## config.mk

```make
export PLATFORM = sky130hd
export DESIGN_NAME = denise_sprite_shifter
export DESIGN_NICKNAME = d
export VERILOG_FILES = /design/src/rtl/denise_sprite_shifter.sv
export SDC_FILE = /design/constraint.sdc
export NUM_CORES = 1
export LEC_CHECK = 0
export BUFFER_PORTS_ARGS = -buffer_cell sky130_fd_sc_hd__buf_2
export CAP_MARGIN = 20
export CELL_PAD_IN_SITES_DETAIL_PLACEMENT = 1
export CELL_PAD_IN_SITES_GLOBAL_PLACEMENT = 1
export CORE_ASPECT_RATIO = 0.9
export CORE_MARGIN = 2
export CORE_UTILIZATION = 49
export CTS_CLUSTER_DIAMETER = 60
export DETAILED_ROUTE_END_ITERATION = 6
export PLACE_DENSITY = 0.92
export REMOVE_ABC_BUFFERS = 1
export SKIP_LAST_GASP = 1
export SYNTH_ARGS = -nofsm -noshare
export SYNTH_HDL_FRONTEND = slang
export SYNTH_SLANG_ARGS = --single-unit
```

## constraint.sdc

```tcl
create_clock -name clk -period 3.35 [get_ports clk]
set_input_delay 0 -clock clk [delete_from_list [all_inputs] [get_ports clk]]
set_output_delay 0 -clock clk [all_outputs]
set_load 0.02 [all_outputs]
```

## src/rtl/denise_sprite_shifter.sv

```systemverilog
// One Denise sprite channel: POS/CTL/DATA/DATB registers, horizontal start
// comparator and the 64-bit A/B pattern shifters that emit one 2-bit pixel per shift.
module denise_sprite_shifter (
  input  logic        clk,
  input  logic        reset,
  input  logic        clk7_en,
  input  logic        clk7n_en,
  input  logic        aen,
  input  logic [1:0]  address,
  input  logic [8:0]  hpos,
  input  logic [15:0] fmode,
  input  logic        shift,
  input  logic [47:0] chip48,
  input  logic [15:0] data_in,
  output logic [1:0]  sprdata,
  output logic        attach
);

  typedef enum logic [1:0] {
    REG_POS  = 2'd0,
    REG_CTL  = 2'd1,
    REG_DATA = 2'd2,
    REG_DATB = 2'd3
  } reg_sel_e;

  logic [8:0]  hstart;
  logic        armed;
  logic        load;
  logic        load_del;
  logic [63:0] datla;
  logic [63:0] datlb;
  logic [63:0] shifta;
  logic [63:0] shiftb;
  logic [63:0] fetch_data;
  logic        hmatch;
  logic        reg_wr;

  // Only the fetch-width and SSCAN2 fields of FMODE matter to a sprite channel.
  logic unused_fmode;
  assign unused_fmode = ^{fmode[14:4], fmode[1:0]};

  assign reg_wr = clk7_en & aen;

  // Wider fetches place the extra bus words below the CPU-visible data word.
  always_comb begin
    fetch_data = '0;
    unique case (fmode[3:2])
      2'b00:   fetch_data = {data_in, 48'h0};
      2'b11:   fetch_data = {data_in, chip48};
      default: fetch_data = {data_in, chip48[47:32], 32'h0};
    endcase
  end

  // SSCAN2 ignores hstart bit 8 so the sprite repeats in both halves of the line.
  assign hmatch = (hpos[7:0] == hstart[7:0]) & (fmode[15] | (hpos[8] == hstart[8]));

  always_ff @(posedge clk) begin
    if (reset) begin
      hstart   <= '0;
      attach   <= 1'b0;
      armed    <= 1'b0;
      load     <= 1'b0;
      load_del <= 1'b0;
      datla    <= '0;
      datlb    <= '0;
    end else begin
      if (reg_wr) begin
        unique case (reg_sel_e'(address))
          REG_POS:  hstart[8:1] <= data_in[7:0];
          REG_CTL: begin
            hstart[0] <= data_in[0];
            attach    <= data_in[7];
            armed     <= 1'b0;
          end
          REG_DATA: begin
            datla <= fetch_data;
            armed <= 1'b1;
          end
          REG_DATB: datlb <= fetch_data;
        endcase
      end
      if (clk7_en) begin
        load <= armed & hmatch;
      end
      if (clk7n_en) begin
        load_del <= load;
      end
    end
  end

  always_ff @(posedge clk) begin
    if (reset) begin
      shifta <= '0;
      shiftb <= '0;
    end else if (load_del && clk7n_en) begin
      shifta <= datla;
      shiftb <= datlb;
    end else if (shift) begin
      shifta <= {shifta[62:0], 1'b0};
      shiftb <= {shiftb[62:0], 1'b0};
    end
  end

  assign sprdata = {shiftb[63], shifta[63]};

endmodule

```

# --- Word level (Yosys, flattened, before mapping) ---
# Cells that the tools add are included.
op_classes:
  eq_ne: 6
  muxes: 6
  n_bitwise: 4
  reduce_logical: 10
op_table:
  columns: ["operator", "n"]
  rows:
  - ["$mux 64", 4]
  - ["$pmux 48 s2", 1]
  - ["$reduce_and 2->1", 5]
  - ["$eq 8x8->1", 1]
  - ["$eq 2x2->1 const B", 3]
  - ["$logic_not 2->1", 2]
  - ["$reduce_bool 2->1", 2]
  - ["$and 1x1->1", 3]
  - ["$eq 2x1->1 const B", 1]
  - ["$pmux 1 s2", 1]
  - ["$eq 1x1->1", 1]
  - ["$logic_and 1x1->1", 1]
  - ["$or 1x1->1", 1]
word_totals:
  register_bits: 269
  input_bits: 97
  output_inout_bits: 3
  word_cells: 36

# --- Logic depth before layout (Yosys ltp) ---
# Gate-level depths: netlist of the first run.
depth:
  depth_word: 4
  depth_mapped: 7
  ltp_nobuf: 5

# --- Least setup slack after synthesis of the first run ---
# No wires, ideal clock.
synth_timing:
  kind: "input -> register"
  start: "input fmode[2]"
  end: "register datla[32]"
  setup_ns: 0.132
  arrival_time_ns: 0.963
  required_ns: 3.218
  setup_slack_ns: 2.255
  stages: 7
  n_path_buf: 2
  path_cell_list: "inv_1 ha_1 or2_2 clkbuf_1 buf_2 nand3_1 a21oi_1"
synth_via:
  elab_chain_cells: 2
  word_cells_on_any_way: 3
  classes_between: "eq/ne: 1; mux: 1; reduce/logical: 1"
synth_rtl:
  columns: ["item", "line", "rtl"]
  rows:
  - ["start, declared", "11", "input logic [15:0] fmode,"]
  - ["$eq 2x2->1 or $logic_not 2->1 (tied branches)", "47", "unique case (fmode[3:2])"]
  - ["$pmux 48 s2 *", "47", null]
  - ["end signal, assigned", "76", "datla <= fetch_data;"]
  - ["end, declared", "30", "logic [63:0] datla;"]
# Every way passes the cells marked *; elsewhere a longest branch is shown, timed or not.
# A chain may end at the register's enable or synchronous reset.

# --- Worst setup path in the final report of the first run ---
layout_timing:
  start: "input address[1]"
  end: "register datla[12]"
layout_via:
  elab_chain_cells: 2
layout_rtl:
  columns: ["item", "line", "rtl"]
  rows:
  - ["start, declared", "9", "input logic [1:0] address,"]
  - ["$eq 2x2->1", "68", "unique case (reg_sel_e'(address))"]
  - ["$reduce_and 2->1 (no source line)", null, null]
# Every way passes these cells.

==> summary.md, run 1 <==
| Metric | Value |
|---|---|
| Status | completed |
| Post-DP HPWL | 16500 um |
| Multiplexer share of the synthesized area | 12.4% |
| Max-slew violations | 0 |
| Root buffer cell | clkbuf_16 |
| Avg Vias per Cell | 5.70 |
| Post-synth top flop | dfxtp_1 |
| Area share of the largest cell type after synthesis | 48.2% |
| Commonest cells after routing, fill and taps aside | dfxtp_1 (269), nand2_1 (163), nor2_1 (139) |
| Largest family of logic cells by synthesized area | simple AND/OR/NAND/NOR gates |
| PortBufs | 86 |
| Switching power | 0.00157 W |
| Final wirelength | 31600 um |
| Crit Path Class | input pin to register |
| Logic gate share of total power | 5.7% |
| Clock insertion delay at the later pin of the skew report | 0.54 ns |
| Syn Inst Count | 1210 |
| Post-synthesis xor/xnor area fraction | 0.706% |
| Wire length per cell | 19.6 um |
| Clock power frac | 47.7% |
| Arr. time, crit path | 2.50 ns |
| Slew @ Worst Pin | 0.914 ns |
| Post-Synth Adder-Cell Area | 0.672% |
| Die height | 147 um |
| Fill count | 2549 |
| Vias in the first global route | 10125 |
| Antenna Violating Nets Remaining | 0 |
| Clock skew | 0.0121 ns |
| Final #Nets | 1402 |
| Postcts setup bufs | 0 |
| Max_cap viols | 0 |
| Post-Synthesis Cell Area | 11200 um^2 |
| Hold Fails Final Rpt | 0 |
| Final worst slack | 1.26 ns |
| Clock buffer depth | 3 |
| ANT cells | 0 |
| Async S/R FF share, synth | 0% |
| Util after Layout | 58.1% |
| Die ar. | 24000 um^2 |
| Hold_ws | 0.109 ns |
| Fmax achieved | 479 MHz |
| Part of the cycle the worst path needs | 62.3% |
| Final setup viols | 0 |
| FP Rows | 52 |
| Grt total ovfl | 0 |
| Syn_area_per_cell | 9.23 um^2 |
| Time the worst path needs with I/O delays and setup | 2.09 ns |
| DR pass1 iterations | 4 |
| Setup TNS | 0 ns |
| CORE AREA | 22400 um^2 |
| Commonest non-fill, non-tap cell in the layout | dfxtp_1 |
| Switching share of power | 22.7% |
| Fin area | 13000 um^2 |
| Sink Count | 269 |
| Place WS | 1.42 ns |
| IO Pins | 100 |
| Post-CTS Resized | 0 |
| DRC violations left | 0 |
| Leakage | 5.29 nW |
| Setup crit end kind | register |
| Max-Slew Margin vs Limit | 39.1% |
| CTS Hold Bufs | 70 |
| First-pass GRT wire length | 51500 um |
| Area after DPL | 11400 um^2 |
| Synth area leaders | dfxtp_1 (48%), mux2i_1 (12%), a211oi_1 (7.3%), a21oi_1 (5.8%), nand2_1 (5.5%) |
| Crit-path max FO | 34 |
| Synthesis-stage register bit count | 269 |
| Internal power | 0.00536 W |
| Share of cells above drive strength 1 | 13.2% |
| VDD IR max | 0.000404 V |
| Yosys Warn Count | 0 |
| HP Class | input pin to register |
| Pin count of the biggest net entering global routing | 128 |
| Initial Util | 49.8% |
| Seq/Total Area, Yosys | 48.2% |
| DIE WIDTH | 163 um |
| Total track usage | 26.4% |
| Synth-to-layout area growth | 16.7% |
| WP data required | 3.77 ns |
| Multi-input combinational cell area | 4960 um^2 |
| Routability congestion estimate | 0.725 |
| Netlist cell types | 27 |
| TritonCTS clock tree | built |
| Routed via count | 9229 |
| Setup crit start kind | input pin |
| Iter 0 DRT Violations | 555 |
| CTS clk-pin slew, worst paths | 0.07 ns |
| Initial antenna violation count | 0 |
| H-tree lvl count | 1 |
| Register area | 5390 um^2 |
| Pwr/cell area | 532 nW/um^2 |
| Synth Area in Simple Gates | 15.3% |
| Dominant cell type by area after synthesis | dfxtp_1 |
| Num CTS Buffers | 28 |
| RSZ-0062 raised after global routing | false |
| Post-synth EDFFs | 0 |
| Reg power frac | 46.6% |
| Post-synthesis compound-gate area fraction | 15.3% |
[state kept, by name, indices dropped and copies added (netlist names)]
signal / cells
armed: 1
hstart: 9
attach: 1
datlb: 64
shifta: 64
datla: 64
shiftb: 64
load_del: 1
load: 1
[worst paths after layout]
| path | startpoint | to | slack (ns) | cells past startpoint |
|---|---|---|---|---|
| max reg2reg | load_del$_SDFFE_PP0P_ | shiftb[23]$_SDFFE_PP0P_ | 1.48 | 4 |
| min reg2reg | datlb[62]$_SDFFE_PP0P_ | datlb[62]$_SDFFE_PP0P_ | 0.46 | 2 |
| min | shift | shifta[31]$_SDFFE_PP0P_ | 0.11 | 3 |
| max | address[1] | datla[12]$_SDFFE_PP0P_ | 1.26 | 7 |
[critical path: stages]
cell,delay [ns]
dlygate4sd3_1,0.52
buf_2,0.13
ha_1,0.21
and3_2,0.76
buf_4,0.38
nand3_1,0.13
a21oi_1,0.37
[synthesized netlist by cell type, types with 3 or more instances]
master / n
a211oi_1: 108
a211oi_2: 18
a21oi_1: 130
buf_1: 8
buf_12: 11
buf_2: 39
buf_4: 5
buf_6: 18
clkbuf_1: 31
dfxtp_1: 269
ha_1: 6
inv_1: 5
mux2i_1: 138
nand2_1: 164
nand3_1: 98
nand3_2: 3
nor2_1: 139
xor2_1: 9
[area by class of cell]
| type | instances | area share [%] |
|---|---|---|
| clock buffers | 38 | 6.13 |
| clock inverters | 14 | 1.38 |
| inverters | 5 | 0.144 |
| multi-input cells | 823 | 38.1 |
| flip-flops and latches | 269 | 41.3 |
| well taps | 297 | 2.85 |
| repair buffers | 172 | 10.1 |
[kinds of logic (layout without fill, tap and decap cells)]
family	Yosys count	count (layout)
DFF	269	269
adders and majority gates	6	6
muxes	138	138
and+or+nand+nor	412	412
AOI/OAI and AO/OA	258	258
buffers and inverters	118	229
xor gates and xnor gates	9	9
[stage by stage]
step | power [W] | instances
floorplan | 0.00341 | 1097
global placement | 0.00362 | 1496
detailed placement | 0.00363 | 1496
CTS | 0.00696 | 1618
global route | 0.00716 | 1618
finish | 0.00694 | 1618
[power by group through the flow]
stage	Clock, W	Combinational (W)	Sequential [W]
2_1_floorplan	0	0.000105	0.00330
3_3_place_gp	0	0.000314	0.00330
3_5_place_dp	0	0.000322	0.00330
4_1_cts	0.00334	0.000389	0.00323
5_1_grt	0.00350	0.000426	0.00323
6_report	0.00331	0.000398	0.00323
[routing by layer]
metal	vias up	wire [um]	GRT usage, %
met5	-	0	0
met4	0	1050	10.4
met3	76	1060	3.92
met2	217	16000	46.9
met1	4555	13500	32.0
li1	4381	-	-
Power figures use the tool's default switching activity.
==> inputs of run 2 (changes only) <==
- ABC_AREA: unset -> 1
- CORE_UTILIZATION: 49 -> 40
- PLACE_DENSITY: 0.92 -> 0.84
- clock period: 3.35 -> 1.9 ns (I/O delays scaled with it)
==> summary.md, run 2 <==
| Metric | Value |
|---|---|
| Top post-synthesis cells by count | nand2_1 (326), dfxtp_1 (269), o21ai_0 (207) (was dfxtp_1 (269), nand2_1 (164), nor2_1 (139)) |
| WP data required | 2.36 ns (was 3.77 ns) |
| PortBufs | 86 (unchanged) |
| Clock power frac | 44.0% (was 47.7%) |
| Commonest non-fill, non-tap cell in the layout | nand2_1 (was dfxtp_1) |
| H-tree lvl count | 1 (unchanged) |
| Crit-path max FO | 36 (was 34) |
| Grt total ovfl | 0 (unchanged) |
| Setup crit start kind | input pin (unchanged) |
| Max-slew violations | 0 (unchanged) |
| Most common cell in the synthesized netlist | nand2_1 (was dfxtp_1) |
| Share of cells above drive strength 1 | 14.5% (was 13.2%) |
| Clock buffer depth | 3 (unchanged) |
| Failing checks | negative hold slack |
| R2R Path Start | hstart[4]$_SDFFE_PP0P_ (was load_del$_SDFFE_PP0P_) |
| Arr. time, crit path | 2.26 ns (was 2.50 ns) |
| Post-synth EDFFs | 0 (unchanged) |
| Register area | 5390 um^2 (unchanged) |
| Hold path startpoint | reset (was shift) |
| Area share of the largest cell type after synthesis | 49.8% (was 48.2%) |
| Multi-input combinational cell area | 4590 um^2 (was 4960 um^2) |
| Status | finished, violations left (was completed) |
| Synthesis-stage register bit count | 269 (unchanged) |
| Avg Vias per Cell | 5.38 (was 5.70) |
| Total track usage | 21.8% (was 26.4%) |
| Final setup viols | 0 (unchanged) |
| Vias in the first global route | 10533 (was 10125) |
| Fmax achieved | 555 MHz |
| Num CTS Buffers | 28 (unchanged) |
| Max-Slew Margin vs Limit | 44.8% (was 39.1%) |
| Pwr/cell area | 951 nW/um^2 (was 532 nW/um^2) |
| IO Pins | 100 (unchanged) |
| Routability congestion estimate | 0.754 (was 0.725) |
| Root buffer cell | clkbuf_16 (unchanged) |
| VDD IR max | 0.000502 V (was 0.000404 V) |
| CORE AREA | 26800 um^2 (was 22400 um^2) |
| Hold_ws | -0.00471 ns (was 0.109 ns) |
| HP Class | input pin to register (unchanged) |
| Switching share of power | 23.6% (was 22.7%) |
| Internal power | 0.00954 W (was 0.00536 W) |
| Part of the cycle the worst path needs | 94.8% |
| Hold path depth | 4 (was 3) |
| Setup crit end kind | register (unchanged) |
| Crit Path Class | input pin to register (unchanged) |
| Crit path from | clk7_en (was address[1]) |
| TritonCTS clock tree | built (unchanged) |
| Die ar. | 28400 um^2 (was 24000 um^2) |
| Reg power frac | 47.6% (was 46.6%) |
| Initial Util | 40.4% (was 49.8%) |
| Time the worst path needs with I/O delays and setup | 1.80 ns |
| Final #Nets | 1587 (was 1402) |
| CTS clk-pin slew, worst paths | 0.06 ns (was 0.07 ns) |
| Initial antenna violation count | 0 (unchanged) |
| Post-Synthesis Cell Area | 10800 um^2 (was 11200 um^2) |
| Power, Total | 0.0125 W (was 0.00694 W) |
| Wire length per cell | 17.1 um (was 19.6 um) |
| Final wirelength | 31700 um (was 31600 um) |
| Yosys Warn Count | 0 (unchanged) |
| R2R cell count | 9 (was 4) |
| Commonest cells after routing, fill and taps aside | nand2_1 (326), dfxtp_1 (269), o21ai_0 (207) (was dfxtp_1 (269), nand2_1 (163), nor2_1 (139)) |
| DIE WIDTH | 177 um (was 163 um) |
| Routed via count | 9962 (was 9229) |
| Clock skew | 0.0144 ns (was 0.0121 ns) |
| Setup TNS | 0 ns (unchanged) |
| RSZ-0062 raised after global routing | false (unchanged) |
| Synth-to-layout area growth | 21.3% (was 16.7%) |
| Logic gate share of total power | 8.4% (was 5.7%) |
| Synth area leaders | dfxtp_1 (50%), nand2_1 (11%), o21ai_0 (9.6%), a31oi_1 (6.4%), a21oi_1 (4.9%) (was dfxtp_1 (48%), mux2i_1 (12%), a211oi_1 (7.3%), a21oi_1 (5.8%), nand2_1 (5.5%)) |
| Seq/Total Area, Yosys | 49.8% (was 48.2%) |
| Antenna Violating Nets Remaining | 0 (unchanged) |
| Fill count | 3257 (was 2549) |
| Dominant cell type by area after synthesis | dfxtp_1 (unchanged) |
| Die height | 160 um (was 147 um) |
| First-pass GRT wire length | 51900 um (was 51500 um) |
| DRC violations left | 0 (unchanged) |
| Clock insertion delay at the later pin of the skew report | 0.54 ns (about the same) |
| ANT cells | 0 (unchanged) |
| Netlist cell types | 28 (was 27) |
| Slew @ Worst Pin | 0.828 ns (was 0.914 ns) |
| Post-DP HPWL | 16900 um (was 16500 um) |
| Leakage | 4.80 nW (was 5.29 nW) |
| Syn Inst Count | 1383 (was 1210) |
| Max_cap viols | 0 (unchanged) |
| Post-synth top flop | dfxtp_1 (unchanged) |
| Switching power | 0.00295 W (was 0.00157 W) |
| FP Rows | 57 (was 52) |
| Hold Fails Final Rpt | 3 (was 0) |
| Pin count of the biggest net entering global routing | 127 (was 128) |
| Sink Count | 269 (unchanged) |
| DR pass1 iterations | 5 (was 4) |
| Util after Layout | 49.0% (was 58.1%) |
| Iter 0 DRT Violations | 620 (was 555) |
| Async S/R FF share, synth | 0% (unchanged) |
| Syn_area_per_cell | 7.83 um^2 (was 9.23 um^2) |
## run 2: changes by cell type after synthesis, sizes merged, moves of 7 or more
cell	before	now
nor2	139	72
xor2	9	1
mux2i	138	0
nand3	101	23
inv	5	58
a31oi	0	111
a211oi	126	0
nand2	164	348
o21ai	0	227
clkbuf	31	38
a21oi	130	146
## run 2: worst paths after layout
| check | to | slack, ns |
|---|---|---|
| min reg2reg | datla[50]$_SDFFE_PP0P_ | 0.45 |
| min | shifta[63]$_SDFFE_PP0P_ | -0.005 |
| max reg2reg | load$_SDFFE_PP0P_ | 0.28 |
| max | datlb[60]$_SDFFE_PP0P_ | 0.1 |
## run 2: kinds of logic (layout without fill, tap and decap cells)
logic type,count (synthesis),count (layout),synth area share (%)
AOI/OAI and AO/OA,485,485,25.1
and+or+nand+nor,444,444,16.3
DFF,269,269,49.8
buffers and inverters,177,293,8.02
adders and majority gates,6,6,0.694
xor gates and xnor gates,2,2,0.162
## run 2: critical path, stage by stage
cell and delay, ns:
dlygate4sd3_1 0.54, buf_2 0.15, nand2_2 0.09, dlygate4sd3_1 0.61, inv_4 0.07, nand2_4 0.10
buf_6 0.30, nand2_1 0.17, a21oi_2 0.18
## run 2: layer usage
metal | vias up | share of wire (%) | routed length, um | track usage [%]
li1 | 4843 | - | - | -
met1 | 4833 | 45 | 14300 | 28.4
met2 | 222 | 49 | 15400 | 37.5
met5 | - | 0 | 0 | 0
met3 | 64 | 3.5 | 1100 | 2.57
met4 | 0 | 2.5 | 779 | 6.93
## run 2: cell type report
class | count | area share, %
timing repair buffer | 190 | 12.0
clock inverter | 3 | 0.495
tap | 354 | 3.37
clock buffer | 42 | 6.43
multi-input combinational | 937 | 34.9
inverter | 58 | 1.76
sequential | 269 | 41.0
## run 2: repair_timing
| action | 4_1_cts | 5_1_grt |
|---|---|---|
| hold endpoints to repair | 145 | 0 |
| resized for setup | 0 | 3 |
| hold buffers | 81 | 0 |
| endpoints found under the setup margin | 0 | 50 |
| buffers inserted | 0 | 1 |
## run 2: stage by stage
| stage | cell area [um^2] | setup WS, ns | instances |
|---|---|---|---|
| finish | 13100 | 0.0980 | 1853 |
| global route | 13100 | 0.00524 | 1853 |
| CTS | 13100 | 0.0596 | 1851 |
| detailed placement | 11400 | 0.526 | 1725 |
| global placement | 11400 | 0.608 | 1725 |
| floorplan | 10200 | -1.14 | 1264 |
## run 2: power by group through the flow
stage	combinational, W	clock [W]	sequential (W)
3_5_place_dp	0.000889	0	0.00605
2_1_floorplan	0.000485	0	0.00602
3_3_place_gp	0.000856	0	0.00604
4_1_cts	0.00103	0.00557	0.00593
6_report	0.00105	0.00550	0.00594
5_1_grt	0.00117	0.00581	0.00595
